--- src/rtl/spart_driver.sv ---
// SPART echo driver: programs the baud divisor from br_cfg, then echoes every received byte.
// Latency: 4 cycles IDLE->IDLE per echo with tbr=1; all outputs registered. Stalls in WAIT_TBR while tbr=0.
module spart_driver (
    input  logic        clk,
    input  logic        rst_n,
    input  logic [1:0]  br_cfg,
    input  logic        rda,
    input  logic        tbr,
    input  logic [7:0]  db_in,
    output logic        iocs,
    output logic        iorw,
    output logic [1:0]  ioaddr,
    output logic [7:0]  db_out,
    output logic        db_oe,
    output logic        cfg_done,
    output logic [15:0] echo_cnt
);
    typedef enum logic [2:0] {INIT, CFG_LO, CFG_HI, IDLE, READ, WAIT_TBR, WRITE} state_t;

    state_t      state, state_nxt;
    logic [1:0]  br_meta, br_sync;
    logic [1:0]  cfg_reg, cfg_nxt;
    logic [7:0]  rx_byte;
    logic [15:0] div_nxt;

    always_ff @(posedge clk or negedge rst_n) begin
        if (!rst_n) begin
            br_meta <= 2'b00;
            br_sync <= 2'b00;
        end else begin
            br_meta <= br_cfg;
            br_sync <= br_meta;
        end
    end

    // A pending baud change wins over rda so the link never runs on a stale divisor.
    always_comb begin
        state_nxt = state;
        cfg_nxt   = cfg_reg;
        case (state)
            INIT: begin
                state_nxt = CFG_LO;
                cfg_nxt   = br_sync;
            end
            CFG_LO:   state_nxt = CFG_HI;
            CFG_HI:   state_nxt = IDLE;
            IDLE: begin
                if (br_sync != cfg_reg) begin
                    state_nxt = CFG_LO;
                    cfg_nxt   = br_sync;
                end else if (rda) begin
                    state_nxt = READ;
                end
            end
            READ:     state_nxt = WAIT_TBR;
            WAIT_TBR: if (tbr) state_nxt = WRITE;
            WRITE:    state_nxt = IDLE;
            default:  state_nxt = INIT;
        endcase
    end

    always_comb begin
        case (cfg_nxt)
            2'b00:   div_nxt = 16'h028A;
            2'b01:   div_nxt = 16'h0145;
            2'b10:   div_nxt = 16'h00A2;
            default: div_nxt = 16'h0050;
        endcase
    end

    // Outputs are loaded from the next state so they line up with the state register.
    always_ff @(posedge clk or negedge rst_n) begin
        if (!rst_n) begin
            state    <= INIT;
            cfg_reg  <= 2'b00;
            rx_byte  <= 8'h00;
            echo_cnt <= 16'h0000;
            cfg_done <= 1'b0;
            iocs     <= 1'b0;
            iorw     <= 1'b0;
            ioaddr   <= 2'b00;
            db_out   <= 8'h00;
            db_oe    <= 1'b0;
        end else begin
            state   <= state_nxt;
            cfg_reg <= cfg_nxt;
            if (state == READ)
                rx_byte <= db_in;
            if (state_nxt == CFG_LO)
                cfg_done <= 1'b0;
            else if (state == CFG_HI)
                cfg_done <= 1'b1;
            if (state == WRITE)
                echo_cnt <= echo_cnt + 16'd1;

            iocs   <= 1'b0;
            iorw   <= 1'b0;
            ioaddr <= 2'b00;
            db_out <= 8'h00;
            db_oe  <= 1'b0;
            case (state_nxt)
                CFG_LO: begin
                    iocs   <= 1'b1;
                    ioaddr <= 2'b10;
                    db_out <= div_nxt[7:0];
                    db_oe  <= 1'b1;
                end
                CFG_HI: begin
                    iocs   <= 1'b1;
                    ioaddr <= 2'b11;
                    db_out <= div_nxt[15:8];
                    db_oe  <= 1'b1;
                end
                READ: begin
                    iocs <= 1'b1;
                    iorw <= 1'b1;
                end
                WRITE: begin
                    iocs   <= 1'b1;
                    db_out <= rx_byte;
                    db_oe  <= 1'b1;
                end
                default: ;
            endcase
        end
    end
endmodule

--- config.mk ---
export PLATFORM = sky130hd
export DESIGN_NAME = spart_driver
export DESIGN_NICKNAME = d
export VERILOG_FILES = /design/src/rtl/spart_driver.sv
export SDC_FILE = /design/constraint.sdc
export NUM_CORES = 1
export LEC_CHECK = 0
export BUFFER_PORTS_ARGS = -buffer_cell sky130_fd_sc_hd__buf_2
export CAP_MARGIN = 20
export CORE_MARGIN = 2
export CORE_UTILIZATION = 55
export CTS_BUF_LIST = sky130_fd_sc_hd__clkbuf_16
export DETAILED_ROUTE_END_ITERATION = 12
export PLACE_DENSITY_LB_ADDON = 0.08
export SYNTH_ARGS = -nofsm -noshare
export SYNTH_HDL_FRONTEND = slang
export SYNTH_SLANG_ARGS = --single-unit
--- constraint.sdc ---
create_clock -name clk -period 4.67 [get_ports clk]
set_input_delay 0.934 -clock clk [delete_from_list [all_inputs] [get_ports clk]]
set_output_delay 0.934 -clock clk [all_outputs]
set_load 0.1 [all_outputs]
==> results.tsv, run 1 <==
metric	value	unit
outcome	completed	
wl_per_cell	13.7	um
wl_met2	1750	um
cts_hold_buf	0	
core-area	3360	um2
r2r-end	rx_byte[5]$_DFFE_PN0P_	
areaGrowthSynthToFinish	20.1	%
muxShareOfSynthArea	5.80	%
largest_register	echo_cnt	
cts_tree	yes	
power	1640	uW
track_usage	19.4	%
setup_violations	0	
die_height	63.4	um
synth_cell_types	35	
hold_viol_final	0	
ir_worst_vdd	0.000403	V
maxSlewViolCount	0	
dp_hpwl	2500	um
grt_antenna_before_repair	0	
p_seq_share	37.2	%
critPathBufInv	1	
setup_tns	0	ns
vias	1333	
fillers	274	
largest_reg_flops	16	
synth_top_family_by_area	simple AND/OR/NAND/NOR gates	
stdcell_area	2330	um2
synth_area_leaders	dfrtp_1 (61%), mux2_2 (5.8%), xnor2_1 (5.0%)	
grt_overflow	0	
avgSynthCellArea	12.1	um2
crit_path_end_kind	output pin	
drive_above_1_share	31.6	%
synth-edff-count	0	
ctsRootBufferMaster	clkbuf_16	
ff2ff_path_depth	3	
placed_cell_area	2180	um2
p_sw_share	46.0	%
die_x	63.4	um
nets	221	
rsz0062_at_grt	no	
cts.htree.levels	2	
io_buffers	43	
max_slew.worst_pin.slew	0.561	ns
synth_seq_area_share	60.6	%
synthDominantCellAreaShare	60.6	%
synth-seq-cells	47	
fin_util	69.3	%
top_regs	echo_cnt x16, db_out x8, rx_byte x8	
dieArea	4020	um2
critPathKind	reg2out	
holdPathStages	0	
syn_area	1940	um2
synth_fa_ha_area_share	0.644	%
cts_setup_buffers	0	
synth-simple-area-share	14.8	%
synth_xor_xnor_area_share	7.67	%
ios	44	
r2r_start	state[2]$_DFF_PN0_	
cp_max_fo	5	
ys.flop_type	dfrtp_1	
clkLatencyLatePin	0.28	ns
hold_end	br_sync[0]$_DFF_PN0_	
worstPathCellList	buf_2	
fin_crit_sh	44.9	%
synth_compound_area_share	8.31	%
max-cap-violations	0	
r2r_slack	2.86	ns
cpPeakStageDelay	0.46	ns
cts_buffer_depth	2	
syn_nets	175	
power_density	702	nW/um2
skew	0.00344	ns
first_pass_iters	4	
crit_required	3.74	ns
drc_errors	0	
n_antenna_cell	0	
worst_ep_arrival_time	1.16	ns
cts_resized	0	
vias_per_cell	5.29	
syn_inst	160	
internal_power	884	uW
grt_max_degree	48	
rows	21	
ant_nets	0	
floorplan.initialDensity	57.7	%
synth_largest_area_cell	dfrtp_1	
crit_path_start_kind	flip-flop	
max_freq	477	MHz
drt_iter0_drc	41	
mostFrequentLayoutCell	dfrtp_1	
cts_buffers	5	
grt_pass1_wl	5890	um
fin_crit	2.10	ns
routed-wl-met3	174	um
grt_pass1_vias	1335	
clkSinkCount	47	
wirelength	3460	um
synthArstFlopShare	100	%
slew_headroom	62.4	%
gp_congestion	0.830	
cp_slowest_cell	buf_2	
power_switching	754	uW
final_cell_mix	dfrtp_1 (47), buf_2 (43), nand2_1 (19), xnor2_1 (11), mux2_2 (10)	
combinationalPowerShare	42.9	%
yosysWarnings	0	
leakagePower	0.00119	uW
pwr-share-clk	19.9	%
met1Wirelength	1480	um
cp_top_family	buffers and inverters	
worstHoldStart	br_meta[0]$_DFF_PN0_	
clk_pin_slew	0.06	ns
hold_path_class	reg2reg	
top_layer	met4	
==> worst register-to-register path: stages (launching register included) <==
cell	delay (ns)
dfrtp_1	0.64
nand2b_1	0.25
nor2_2	0.42
mux2_2	0.39
==> power groups by stage <==
stage	Combinational [uW]	Sequential (uW)	Clock [uW]
2_1_floorplan	261	943	0
3_3_place_gp	696	611	0
3_5_place_dp	706	616	0
4_1_cts	708	609	335
5_1_grt	745	624	354
6_report	703	609	325
==> metal layers <==
metal	track usage, %	vias up
li1	-	645
met1	22.6	650
met2	33.3	33
met3	6.07	5
met4	7.61	0
met5	0	-
==> kinds of logic after synthesis <==
group           count (synthesis)
simple gates                   55
flops                          47
compound gates                 23
xor+xnor                       17
mux                            10
buf+inv                         7
fa+ha+maj                       1
==> cells in the mapped netlist (2+ instances only) <==
cell / instances
nand2b_1: 4
nor2b_1: 4
and3_1: 6
o21a_1: 3
nor3_1: 2
nand4_1: 4
nor2_2: 2
a22o_1: 2
nand2_1: 19
mux2_2: 10
xnor2_1: 11
o21ai_0: 7
buf_2: 2
a21oi_1: 2
nand3_1: 4
inv_1: 2
o31ai_1: 3
buf_6: 2
dfrtp_1: 47
xor2_1: 6
nor2_1: 4
==> worst max-delay path by stage <==
stage	start	to	slack, ns	cells after the start
after floorplan	echo_cnt[6]$_DFFE_PN0P_	echo_cnt[13]$_DFFE_PN0P_	2.78	4
after global placement	tbr	db_out[0]$_DFF_PN0_	2.83	4
after detailed placement	tbr	db_out[1]$_DFF_PN0_	2.80	5
after CTS	echo_cnt[2]$_DFFE_PN0P_	echo_cnt[2]	2.56	1
after global routing	echo_cnt[2]$_DFFE_PN0P_	echo_cnt[2]	2.53	1
final	echo_cnt[2]$_DFFE_PN0P_	echo_cnt[2]	2.57	1
==> metrics by stage <==
| stage | worst slack [ns] | hold slack (ns) | cells |
|---|---|---|---|
| floorplan | 2.78 | 0.331 | 160 |
| global placement | 2.83 | 0.336 | 244 |
| detailed placement | 2.80 | 0.351 | 244 |
| CTS | 2.56 | 0.364 | 251 |
| global route | 2.53 | 0.374 | 252 |
| finish | 2.57 | 0.361 | 252 |
==> area by class of cell <==
type,count,area (um2),area share (%)
Sequential cell,47,1180,50.4
Multi-Input combinational cell,106,722,31.0
Timing Repair Buffer,44,235,10.1
Clock buffer,5,125,5.36
Tap cell,46,57.6,2.47
Clock inverter,2,8.76,0.376
Inverter,2,7.51,0.322
Note: power is estimated with default switching activity, not from simulation.
==> run 2: changes to the inputs <==
--- a/config.mk
+++ b/config.mk
@@ -8,7 +8,7 @@
 export BUFFER_PORTS_ARGS = -buffer_cell sky130_fd_sc_hd__buf_2
 export CAP_MARGIN = 20
 export CORE_MARGIN = 2
-export CORE_UTILIZATION = 55
+export CORE_UTILIZATION = 53
 export CTS_BUF_LIST = sky130_fd_sc_hd__clkbuf_16
 export DETAILED_ROUTE_END_ITERATION = 12
 export PLACE_DENSITY_LB_ADDON = 0.08
==> constraint.sdc (replaced) <==
create_clock -name clk -period 2.03 [get_ports clk]
set_input_delay 0.406 -clock clk [delete_from_list [all_inputs] [get_ports clk]]
set_output_delay 0.406 -clock clk [all_outputs]
set_load 0.1 [all_outputs]
==> run 2 against run 1 <==
Effect of this change:
- hold slack got worse by 0.26 ns
- die area increased by 3.5%
- sequential power increased by 130%
- sequential cell count unchanged
- highest routed layer unchanged
==> results.tsv, run 2 (synthesis gave the netlist of run 1 again) <==
metric	value	unit	change
clk_pin_slew	0.06	ns	about the same
rsz0062_at_grt	no		
vias	1346		+0.98%
setup_violations	0		unchanged
final_cell_mix	dfrtp_1 (47), buf_2 (43), nand2_1 (19), xnor2_1 (11), mux2_2 (10)		
cts_buffers	5		unchanged
die_x	64.5	um	+1.8%
cts_resized	0		unchanged
fillers	274		unchanged
hold_viol_final	0		unchanged
core-area	3420	um2	+1.6%
die_height	64.5	um	+1.8%
max_freq	574	MHz	
cts_hold_buf	0		unchanged
crit_path_start_kind	flip-flop		
grt_overflow	0		unchanged
power_density	1670	nW/um2	+140%
stdcell_area	2360	um2	+1.3%
maxSlewViolCount	0		unchanged
drc_errors	0		unchanged
clkLatencyLatePin	0.28	ns	about the same
r2r_slack	0.29	ns	-2.57 ns
nets	221		unchanged
areaGrowthSynthToFinish	21.6	%	
cts_setup_buffers	0		unchanged
floorplan.initialDensity	56.8	%	-0.89 points
max_slew.worst_pin.slew	0.550	ns	-0.0116 ns
fin_crit_sh	85.9	%	
n_antenna_cell	0		unchanged
worst_ep_arrival_time	1.91	ns	+0.75 ns
cts.htree.levels	2		unchanged
gp_congestion	0.835		+0.55%
critPathKind	reg2reg		
skew	0.00253	ns	-0.000912 ns
grt_pass1_wl	6530	um	+11%
crit_path_end_kind	flip-flop		
leakagePower	0.00120	uW	+1.2%
first_pass_iters	4		unchanged
crit_required	2.20	ns	-1.54 ns
io_buffers	43		unchanged
grt_antenna_before_repair	0		unchanged
clkSinkCount	47		unchanged
ant_nets	0		unchanged
regArea	1180	um2	unchanged
dp_hpwl	2630	um	+5.1%
vias_per_cell	5.32		+0.58%
drive_above_1_share	31.9	%	+0.33 points
grt_pass1_vias	1342		+0.52%
hold_path_class	in2async		
placed_cell_area	2200	um2	+0.92%
wl_per_cell	15.1	um	+9.9%
track_usage	21.0	%	+1.6 points
slew_headroom	63.2	%	+0.77 points
fin_crit	1.74	ns	
ir_worst_vdd	0.000779	V	+93%
ff2ff_path_depth	3		unchanged
cts_tree	yes		
mostFrequentLayoutCell	dfrtp_1		
largest_register	echo_cnt		
grt_max_degree	26		-46%
setup_tns	0	ns	unchanged
rows	21		unchanged
outcome	completed		
multi_input_area	722	um2	unchanged
r2r_start	state[2]$_DFF_PN0_		
largest_reg_flops	16		unchanged
top_regs	echo_cnt x16, db_out x8, rx_byte x8		
cts_buffer_depth	2		unchanged
ios	44		unchanged
r2r-end	rx_byte[5]$_DFFE_PN0P_		
drt_iter0_drc	117		+190%
cp_max_fo	16		+11
dieArea	4160	um2	+3.5%
wirelength	3810	um	+10%
max-cap-violations	0		unchanged
ctsRootBufferMaster	clkbuf_16		
-- run 2: cell count changes in the layout (fill, tap and decap cells not counted) --
cell	previous run	this run
bufinv_16	0	1
-- run 2: metal layers --
| metal | share of wire [%] | GRT usage [%] | vias to the layer above |
|---|---|---|---|
| met3 | 4.7 | 4.69 | 6 |
| met1 | 41 | 25.4 | 651 |
| li1 | - | - | 642 |
| met4 | 1.6 | 8.78 | 0 |
| met2 | 53 | 36.3 | 47 |
| met5 | 0 | 0 | - |
-- run 2: critical path, stage by stage, from the launching register on --
cell      delay (ns)
dfrtp_1         0.64
nand2b_1        0.22
nor2_2          0.37
mux2_2          0.39
-- run 2: per-stage QoR --
stage / setup slack (ns) / utilization (%) / power, uW / hold slack (ns) / instances
3_5_place_dp: 0.293 / 64.4 / 3050 / 0.346 / 245
4_1_cts: 0.288 / 69.2 / 3970 / 0.119 / 253
6_report: 0.286 / 69.2 / 3950 / 0.104 / 253
3_3_place_gp: 0.357 / 64.4 / 3010 / 0.337 / 245
5_1_grt: 0.132 / 69.2 / 4150 / 0.147 / 253
2_1_floorplan: 0.139 / - / 2770 / 0.110 / 160
-- run 2: worst max-delay path by stage --
stage          depth (start not counted)               startpoint  slack (ns)                        to
3_3_place_gp                           3       state[2]$_DFF_PN0_        0.36    rx_byte[0]$_DFFE_PN0P_
6_report                               3       state[2]$_DFF_PN0_        0.29    rx_byte[5]$_DFFE_PN0P_
3_5_place_dp                           4       state[0]$_DFF_PN0_        0.29       db_out[1]$_DFF_PN0_
2_1_floorplan                          4  echo_cnt[6]$_DFFE_PN0P_        0.14  echo_cnt[13]$_DFFE_PN0P_
5_1_grt                                4       state[0]$_DFF_PN0_        0.13       db_out[1]$_DFF_PN0_
4_1_cts                                4       state[0]$_DFF_PN0_        0.29       db_out[1]$_DFF_PN0_
-- run 2: layout make-up --
| class | instances | share of cell area [%] |
|---|---|---|
| tap | 46 | 2.44 |
| multi-input combinational | 106 | 30.6 |
| sequential | 47 | 49.8 |
| clock buffer | 5 | 5.30 |
| timing repair buffer | 44 | 9.96 |
| inverter | 2 | 0.318 |
| clock inverter | 3 | 1.64 |
-- run 2: power breakdown --
group	switching, uW	internal [uW]	leakage [uW]
Sequential	221	1190	0.000609
Combinational	1240	400	0.000510
Clock	330	574	0.0000812
Total	1790	2160	0.00120
